`src/rtl/fifo_pkg.sv`:
```
// Shared constants for the FIFO controller: default widths, pointer width helper
// and reset values of the status flags.
package fifo_pkg;

  localparam int unsigned ADDR_DEF = 4;
  localparam int unsigned DATA_DEF = 8;

  localparam logic RST_EMPTY  = 1'b1;
  localparam logic RST_FULL   = 1'b0;
  localparam logic RST_AEMPTY = 1'b1;
  localparam logic RST_AFULL  = 1'b0;

  // One extra pointer bit distinguishes full from empty when the addresses match.
  function automatic int unsigned ptr_w(input int unsigned addr);
    return addr + 1;
  endfunction

endpackage

```
`src/rtl/fifo_ptr.sv`:
```
// Wrapping W-bit pointer with increment enable and asynchronous active-low reset.
module fifo_ptr #(
  parameter int unsigned W = 5
) (
  input  logic         clk,
  input  logic         rst_n,
  input  logic         inc,
  output logic [W-1:0] ptr
);

  always_ff @(posedge clk or negedge rst_n) begin
    if (!rst_n) begin
      ptr <= '0;
    end else if (inc) begin
      ptr <= ptr + W'(1);
    end
  end

endmodule

```
`src/rtl/fifo_ctrl.sv`:
```
// Synchronous FIFO controller driving an external dual-port RAM (A = write, B = read).
// Define FIFO_CTRL_ALMOST_FLAGS_EN to add the registered almost_FULL/almost_EMPTY flags.
module fifo_ctrl
  import fifo_pkg::*;
#(
  parameter int unsigned ADDR = ADDR_DEF,
  parameter int unsigned DATA = DATA_DEF
`ifdef FIFO_CTRL_ALMOST_FLAGS_EN
  ,
  parameter int unsigned AF_TH = 2,
  parameter int unsigned AE_TH = 2
`endif
) (
  input  logic            clK,
  input  logic            rstN,
  input  logic            wr_EN,
  input  logic [DATA-1:0] wr_DATA,
  input  logic            rd_EN,
  output logic [DATA-1:0] rd_DATA,
  output logic            rd_VALID,
  output logic            full,
  output logic            empty,
  output logic [ADDR:0]   count,
  output logic            ovf,
  output logic            udf,
  output logic            ram_a_WR,
  output logic [ADDR-1:0] ram_a_ADDR,
  output logic [DATA-1:0] ram_a_DATA,
  output logic            ram_b_WR,
  output logic [ADDR-1:0] ram_b_ADDR,
  input  logic [DATA-1:0] ram_b_DATA
`ifdef FIFO_CTRL_ALMOST_FLAGS_EN
  ,
  output logic            almost_FULL,
  output logic            almost_EMPTY
`endif
);

  localparam int unsigned PW = ptr_w(ADDR);

  logic [PW-1:0] wr_ptr, rd_ptr, wr_ptr_nxt, rd_ptr_nxt;
  logic [PW-1:0] count_q, count_d;
  logic          push, pop;
  logic          full_q, full_d, empty_q, empty_d;
  logic          valid_q, ovf_q, udf_q;

  always_comb begin
    push       = wr_EN & ~full_q;
    pop        = rd_EN & ~empty_q;
    wr_ptr_nxt = wr_ptr + PW'(push);
    rd_ptr_nxt = rd_ptr + PW'(pop);
    empty_d    = (wr_ptr_nxt == rd_ptr_nxt);
    full_d     = (wr_ptr_nxt[ADDR-1:0] == rd_ptr_nxt[ADDR-1:0]) &&
                 (wr_ptr_nxt[ADDR] != rd_ptr_nxt[ADDR]);
    count_d    = count_q;
    if (push && !pop) begin
      count_d = count_q + PW'(1);
    end else if (pop && !push) begin
      count_d = count_q - PW'(1);
    end
  end

  fifo_ptr #(
    .W(PW)
  ) u_wr_ptr (
    .clk  (clK),
    .rst_n(rstN),
    .inc  (push),
    .ptr  (wr_ptr)
  );

  fifo_ptr #(
    .W(PW)
  ) u_rd_ptr (
    .clk  (clK),
    .rst_n(rstN),
    .inc  (pop),
    .ptr  (rd_ptr)
  );

  always_ff @(posedge clK or negedge rstN) begin
    if (!rstN) begin
      count_q <= '0;
      full_q  <= RST_FULL;
      empty_q <= RST_EMPTY;
      valid_q <= 1'b0;
      ovf_q   <= 1'b0;
      udf_q   <= 1'b0;
    end else begin
      count_q <= count_d;
      full_q  <= full_d;
      empty_q <= empty_d;
      valid_q <= pop;
      // A rejected request only raises its pulse; pointers and count stay put.
      ovf_q   <= wr_EN & full_q;
      udf_q   <= rd_EN & empty_q;
    end
  end

`ifdef FIFO_CTRL_ALMOST_FLAGS_EN
  localparam logic [PW-1:0] DEPTH = PW'(1) << ADDR;

  logic [PW-1:0] free_d;
  logic          afull_q, aempty_q;

  assign free_d = DEPTH - count_d;

  always_ff @(posedge clK or negedge rstN) begin
    if (!rstN) begin
      afull_q  <= RST_AFULL;
      aempty_q <= RST_AEMPTY;
    end else begin
      afull_q  <= (free_d <= PW'(AF_TH));
      aempty_q <= (count_d <= PW'(AE_TH));
    end
  end

  assign almost_FULL  = afull_q;
  assign almost_EMPTY = aempty_q;
`endif

  assign ram_a_WR   = push;
  assign ram_a_ADDR = wr_ptr[ADDR-1:0];
  assign ram_a_DATA = wr_DATA;
  assign ram_b_WR   = 1'b0;
  assign ram_b_ADDR = rd_ptr[ADDR-1:0];
  assign rd_DATA    = ram_b_DATA;
  assign rd_VALID   = valid_q;
  assign full       = full_q;
  assign empty      = empty_q;
  assign count      = count_q;
  assign ovf        = ovf_q;
  assign udf        = udf_q;

endmodule

```
`config.mk`:
```
export PLATFORM = sky130hd
export DESIGN_NAME = fifo_ctrl
export DESIGN_NICKNAME = d
export VERILOG_FILES = /design/src/rtl/fifo_pkg.sv /design/src/rtl/fifo_ptr.sv /design/src/rtl/fifo_ctrl.sv
export SDC_FILE = /design/constraint.sdc
export NUM_CORES = 1
export LEC_CHECK = 0
export CAP_MARGIN = 30
export CORE_ASPECT_RATIO = 0.8
export CORE_MARGIN = 5
export CORE_UTILIZATION = 45
export CTS_BUF_LIST = sky130_fd_sc_hd__clkbuf_16
export DETAILED_ROUTE_END_ITERATION = 10
export PLACE_DENSITY = 0.92
export SLEW_MARGIN = 10
export SYNTH_ARGS = -nofsm -noshare
export SYNTH_HDL_FRONTEND = slang
export SYNTH_SLANG_ARGS = --single-unit
```
`constraint.sdc`:
```
create_clock -name clK -period 3.75 [get_ports clK]
set_clock_uncertainty 0.1 [all_clocks]
set_input_delay 0.9375 -clock clK [delete_from_list [all_inputs] [get_ports clK]]
set_output_delay 0.9375 -clock clK [all_outputs]
set_load 0.05 [all_outputs]
```
==> results of run 1 <==
worst max path at each step:
stage          cells past startpoint        to  slack, ps
2_1_floorplan                      9  count[4]        450
4_1_cts                           10  count[4]        700
5_1_grt                           10  count[4]        560
3_3_place_gp                      10  count[4]        540
6_report                          10  count[4]        720
3_5_place_dp                      10  count[4]        450
per-layer routing:
layer | GRT usage | part of all wire
met5 | 0 | 0
met4 | 0.0656 | 0.012
met3 | 0.0607 | 0.11
met2 | 0.202 | 0.51
met1 | 0.122 | 0.37
kinds of logic (layout without fill, tap and decap cells):
| family | Yosys count | after routing |
|---|---|---|
| mux | 4 | 4 |
| fa+ha+maj | 10 | 10 |
| xor+xnor | 22 | 22 |
| flops | 20 | 20 |
| other cells | 1 | 1 |
| compound gates | 6 | 6 |
| buf+inv | 31 | 30 |
| simple gates | 21 | 21 |
through the flow:
step / std cells / area, µm² / util / hold WS, ps
final: 152 / 1480 / 0.537 / 375
after detailed placement: 147 / 1370 / 0.495 / 380
after CTS: 151 / 1470 / 0.533 / 386
after global routing: 152 / 1480 / 0.537 / 416
after floorplan: 115 / 1290 / - / 364
after global placement: 147 / 1370 / 0.495 / 370
sequential cells by signal, indices dropped and copies added (netlist names):
name,flops
count,5
u_rd_ptr.ptr,5
u_wr_ptr.ptr,5
empty,1
full,1
ovf,1
rd_VALID,1
udf,1
synthesized netlist by cell type:
library cell,instances
and2_1,1
nor3_2,1
nor3b_2,1
mux2i_1,1
inv_1,2
conb_1,1
buf_6,1
nand3_1,4
nand2_1,4
nor2b_4,1
ha_1,9
o21ai_0,2
xor2_1,8
fa_1,1
a21o_1,2
and4_4,1
xnor2_1,12
clkbuf_1,3
a21oi_1,2
and2_2,2
nor2b_1,1
nand4_1,3
nor2_1,2
buf_4,25
dfrtp_1,19
xnor3_2,1
mux2_2,3
xnor3_1,1
dfstp_2,1
critical path, stage by stage:
cell and delay, ps:
clkdlybuf4s50_1 470, nor2b_4 270, inv_1 80, ha_1 190, inv_1 150, ha_1 300
a21o_1 190, a21oi_1 160, mux2i_1 230, xnor2_1 130
cell type report:
class | instances | area share
clock inverter | 1 | 0.0202
sequential | 20 | 0.338
multi-input combinational | 64 | 0.386
clock buffer | 3 | 0.0506
timing repair buffer | 24 | 0.168
inverter | 2 | 0.00506
tap | 38 | 0.0320
==> impl_summary.txt, run 1 <==
----------------------------------------------------
[Run status]
  Status ... completed

[Timing]
  Setup repair after global routing missed its margin ... false
  Maximum frequency from static timing analysis ... ~0.33 GHz
  Count of final max-slew check failures ... 0
  Transition time at the pin with the least slew margin ... 502 ps
  Worst setup slack after layout ... 719 ps
  Tightest slew margin relative to the limit ... 0.664
  Final critical path time including I/O delays and setup ... 3030 ps
  Share of the clock period used by the worst path after layout ... 0.808
  TNS Setup ... 0 ps
  Final setup violation count ... 0
  Final hold violation count ... 0

[Global route]
  Combined global-route utilization of all metal layers ... 0.120
  Vias in the first global route ... approximately 790
  Antenna violations before repair ... 0
  Global-route congestion overflow total ... 0
  Largest net degree at the start of global routing ... 21
  First-pass GRT wire length ... approximately 3.7 mm

[Floorplan]
  Die footprint ... 4050 µm²
  Site row count ... 17
  Num ports ... 56
  Starting utilization of the core area ... 0.467
  Core Area ... 2770 µm²
  Die H ... between 50 and 60 µm
  Die width ... 69.9 µm

[CTS]
  Clk sinks ... 20
  Hold-fix buffer count after cts ... 0
  Worst-Skew Late Latency ... approximately 250 ps
  Total clock buffers created by CTS ... 3
  CTS H-tree depth ... 1
  Setup bufs post-CTS ... 0
  CTS tree ... yes
  Clock Pin Slew Worst Setup and Hold Paths ... 50 ps
  Max Root-Sink Buffers ... 2
  Root buffer cell ... clkbuf_16
  Cells resized by post-CTS repair ... 0

[Route]
  Routed vias/inst ... a little under 5
  Iteration-0 DRC Markers ... 19
  DRC ... 0
  Routed wire length per instance ... 14.7 µm
  Routed Wire Length ... between 2 and 2.5 mm
  Initial DRT Pass Iterations ... 2
  Vias ... roughly 750
  Number of nets with antenna violations after detailed routing ... 0

[Setup path]
  Kind of end point of the critical path ... flop
  Largest driver fanout on the critical path ... 9
  Crit Reg-Reg Startpoint ... empty
  Data arrival time of the worst path ... between 3000 and 4000 ps
  Reg-to-reg critical path endpoint ... count[4]
  Required time at the endpoint of the critical path ... around 3800 ps
  Launching element of the worst setup path ... rd_EN
  R2R setup slack ... between 1000 and 1500 ps
  Sort of element at the start of the critical path ... input port
  Kind of critical path ... in2reg
  R2r worst-path depth ... 9

[Logic synthesis]
  Area leader, netlist ... dfrtp_1
  Cell area after synthesis ... approximately 1300 µm²
  Distinct cells, synth ... 29
  Post-synthesis cell count ... around 120
  Largest family of logic cells by synthesized area ... XOR/XNOR gates
  Count of yosys warnings during synthesis ... 0
  Area contributors post-synth ... dfrtp_1 37%, buf_4 15%, ha_1 8.7%
  Average instance area after synthesis ... 11.2 µm²
  Basic-gate share of the synthesized area counting and, or, nand and nor cells ... 0.106
  Proportion of netlist area held by the largest area contributor ... 0.368
  Post-Synthesis Net Count ... between 100 and 150
  Portion of the post-synthesis area used by sequential elements ... 0.388
  Number of flip-flops and latches in the synthesized netlist ... 20
  Area fraction in compound gates after synthesis ... 0.0271
  Synth Area in Adders ... 0.103
  Mux contribution to synthesized area ... 0.0339
  Area share of xor/xnor cells in the synthesized design ... 0.171

[Place]
  Detailed placement HPWL ... about 1.7 mm
  Worst setup timing slack at the placement stage ... between 400 and 500 ps
  Final weighted congestion in routability-driven placement ... a little over 0.8
  IO Port Bufs ... 22

[Cells and area]
  Proportion of layout cells with a drive suffix above 1 ... 0.158
  Most frequent standard cell in the layout excluding fill and tap cells ... clkdlybuf4s50_1
  Number of filler cells placed in the layout ... 235
  Final nets ... 145
  Total area of sequential cells ... around 500 µm²
  Leading cell types in the layout, fill and taps excluded ... 21 x clkdlybuf4s50_1, 19 x dfrtp_1, 12 x xnor2_1
  Multi-input combinational cell area ... 573 µm²
  Area growth from synthesis to layout ... 14.8%
  Antenna Diode Count ... 0

[Flow run]
  # Max-Cap Violations ... 0

[Hold path]
  Number of cells on the worst hold path ... 1
  Startpoint of the lowest-slack hold path ... count[4]
  Worst min-delay path category ... reg2reg
  End point of the worst hold path ... count[4]

----------------------------------------------------
Power of run 1 is not shown: default switching activity piles up to over one toggle a cycle in this logic, so the estimate is an artifact.
==> run 2: changes to the inputs <==
Settings changed: CORE_UTILIZATION 45 to 42, PLACE_DENSITY 0.92 to 0.87.
Clock period 3.75 ns to 3.2 ns, I/O delays scaled along.
==> run 2 against run 1 <==
Flip-flop and latch count unchanged. Die area increased by 6.0%. Setup slack got worse by 390 ps. First-iteration DRC count increased by 79%. Global-route usage about the same. Clock-buffer cell count unchanged. Register-to-register slack got worse by 570 ps. Routed wire length increased by 0.40%. Non-clock buffer count increased by 1. Via count increased by 0.67%. Worst hold slack improved by 13 ps. Sequential share of layout area increased by 0.29 points. Critical endpoint unchanged.
==> impl_summary.txt, run 2 (synthesis gave the netlist of run 1 again) <==
----------------------------------------------------
[CTS]
  Total clock buffers created by CTS ... 3 (unchanged)
  Hold-fix buffer count after cts ... 0 (unchanged)
  CTS tree ... yes
  Setup bufs post-CTS ... 0 (unchanged)
  Clock Pin Slew Worst Setup and Hold Paths ... 50 ps (about the same)
  Worst-Skew Late Latency ... 250 ps (about the same)
  Root buffer cell ... clkbuf_16
  CTS H-tree depth ... 1 (unchanged)
  Cells resized by post-CTS repair ... 0 (unchanged)
  Clk sinks ... 20 (unchanged)
  Max Root-Sink Buffers ... 2 (unchanged)

[Global route]
  Global-route congestion overflow total ... 0 (unchanged)
  Combined global-route utilization of all metal layers ... 0.120 (about the same)
  Vias in the first global route ... 758 (-4.2%)
  First-pass GRT wire length ... 3.73 mm (+0.16%)
  Antenna violations before repair ... 0 (unchanged)
  Largest net degree at the start of global routing ... 21 (unchanged)

[Cells and area]
  Total area of sequential cells ... 502 µm² (unchanged)
  Final nets ... 146 (+0.69%)
  Proportion of layout cells with a drive suffix above 1 ... 0.157 (-0.00137)
  Number of filler cells placed in the layout ... 272 (+16%)
  Antenna Diode Count ... 0 (unchanged)
  Most frequent standard cell in the layout excluding fill and tap cells ... clkdlybuf4s50_1
  Multi-input combinational cell area ... 573 µm² (unchanged)
  Area growth from synthesis to layout ... 13.8%
  Leading cell types in the layout, fill and taps excluded ... 21 x clkdlybuf4s50_1, 19 x dfrtp_1, 12 x xnor2_1

[Place]
  IO Port Bufs ... 22 (unchanged)
  Detailed placement HPWL ... 1.56 mm (-9.7%)
  Final weighted congestion in routability-driven placement ... 0.810 (-2.2%)

[Setup path]
  Data arrival time of the worst path ... 2940 ps (-170 ps)
  Required time at the endpoint of the critical path ... 3270 ps (-560 ps)
  Reg-to-reg critical path endpoint ... count[4]
  R2R setup slack ... 920 ps (-570 ps)
  Kind of end point of the critical path ... flop
  Launching element of the worst setup path ... wr_EN
  Crit Reg-Reg Startpoint ... empty
  Sort of element at the start of the critical path ... input port
  Kind of critical path ... in2reg
  R2r worst-path depth ... 9 (unchanged)
  Largest driver fanout on the critical path ... 5 (-4)

[Floorplan]
  Die H ... 59.6 µm (+2.9%)
  Starting utilization of the core area ... 0.428 (-0.0391)
  Die footprint ... 4290 µm² (+6.0%)
  Die width ... 72.0 µm (+3.0%)
  Core Area ... 3020 µm² (+9.1%)
  Num ports ... 56 (unchanged)
  Site row count ... 18 (+1)

[Timing]
  Setup repair after global routing missed its margin ... false
  Final hold violation count ... 0 (unchanged)
  Share of the clock period used by the worst path after layout ... 0.897
  Final setup violation count ... 0 (unchanged)
  Final critical path time including I/O delays and setup ... 2870 ps
  Tightest slew margin relative to the limit ... 0.665 (about the same)
  Transition time at the pin with the least slew margin ... 501 ps (-0.323 ps)
  Maximum frequency from static timing analysis ... ~0.35 GHz
  Count of final max-slew check failures ... 0 (unchanged)
  TNS Setup ... 0 ps (unchanged)

[Route]
  Routed Wire Length ... 2.25 mm (+0.40%)
  Iteration-0 DRC Markers ... 34 (+15)
  Routed wire length per instance ... 14.5 µm (-1.5%)
  DRC ... 0 (unchanged)
  Initial DRT Pass Iterations ... 4 (+2)
  Routed vias/inst ... 4.85 (-1.3%)
  Number of nets with antenna violations after detailed routing ... 0 (unchanged)
  Vias ... 751 (+0.67%)

[Hold path]
  Number of cells on the worst hold path ... 1 (unchanged)
  Startpoint of the lowest-slack hold path ... count[4]
  Worst min-delay path category ... reg2reg
  End point of the worst hold path ... count[4]

[Run status]
  Status ... completed

[Flow run]
  # Max-Cap Violations ... 0 (unchanged)

----------------------------------------------------
run 2: cell types whose count changed in the layout (fill, tap and decap cells not counted):
cell       delta
buf_4         +1
buf_6         -1
buf_8         +1
bufinv_16     -1
clkinv_1      +1
run 2: layout make-up:
type,count,area share
Timing Repair Buffer,25,0.177
Clock buffer,3,0.0510
Sequential cell,20,0.341
Inverter,2,0.00510
Tap cell,40,0.0340
Clock inverter,1,0.00255
Multi-Input combinational cell,64,0.389
run 2: worst max-delay path by stage:
stage | cells past startpoint | endpoint | slack (ps)
2_1_floorplan | 9 | count[4] | 40
3_3_place_gp | 9 | count[4] | 220
3_5_place_dp | 9 | count[4] | 140
4_1_cts | 9 | count[4] | 330
5_1_grt | 9 | count[4] | 190
6_report | 9 | count[4] | 330
run 2: stage by stage:
step / setup slack [ps] / hold WS [ps] / instance area, µm² / utilization / cells
detailed placement: 137 / 379 / 1380 / 0.456 / 150
global placement: 223 / 372 / 1380 / 0.456 / 150
CTS: 328 / 395 / 1460 / 0.483 / 154
floorplan: 42.2 / 364 / 1290 / - / 115
global route: 194 / 423 / 1470 / 0.488 / 155
finish: 328 / 388 / 1470 / 0.488 / 155
run 2: critical path, cell delays in order:
cell and delay, ps:
clkdlybuf4s50_1 470, nor2b_1 200, ha_1 190, inv_1 100, fa_1 440, a21o_1 200
a21oi_1 180, mux2i_1 230, xnor2_1 140
run 2: metal layers:
metal  routed length [µm]  vias to the layer above  global-route usage
li1                     -                      350                   -
met1                  891                      357               0.132
met2                 1080                       32               0.191
met3                  185                       12              0.0492
met4                   93                        0              0.0804
met5                    0                        -                   0
Power of run 2 is left out for the same reason.
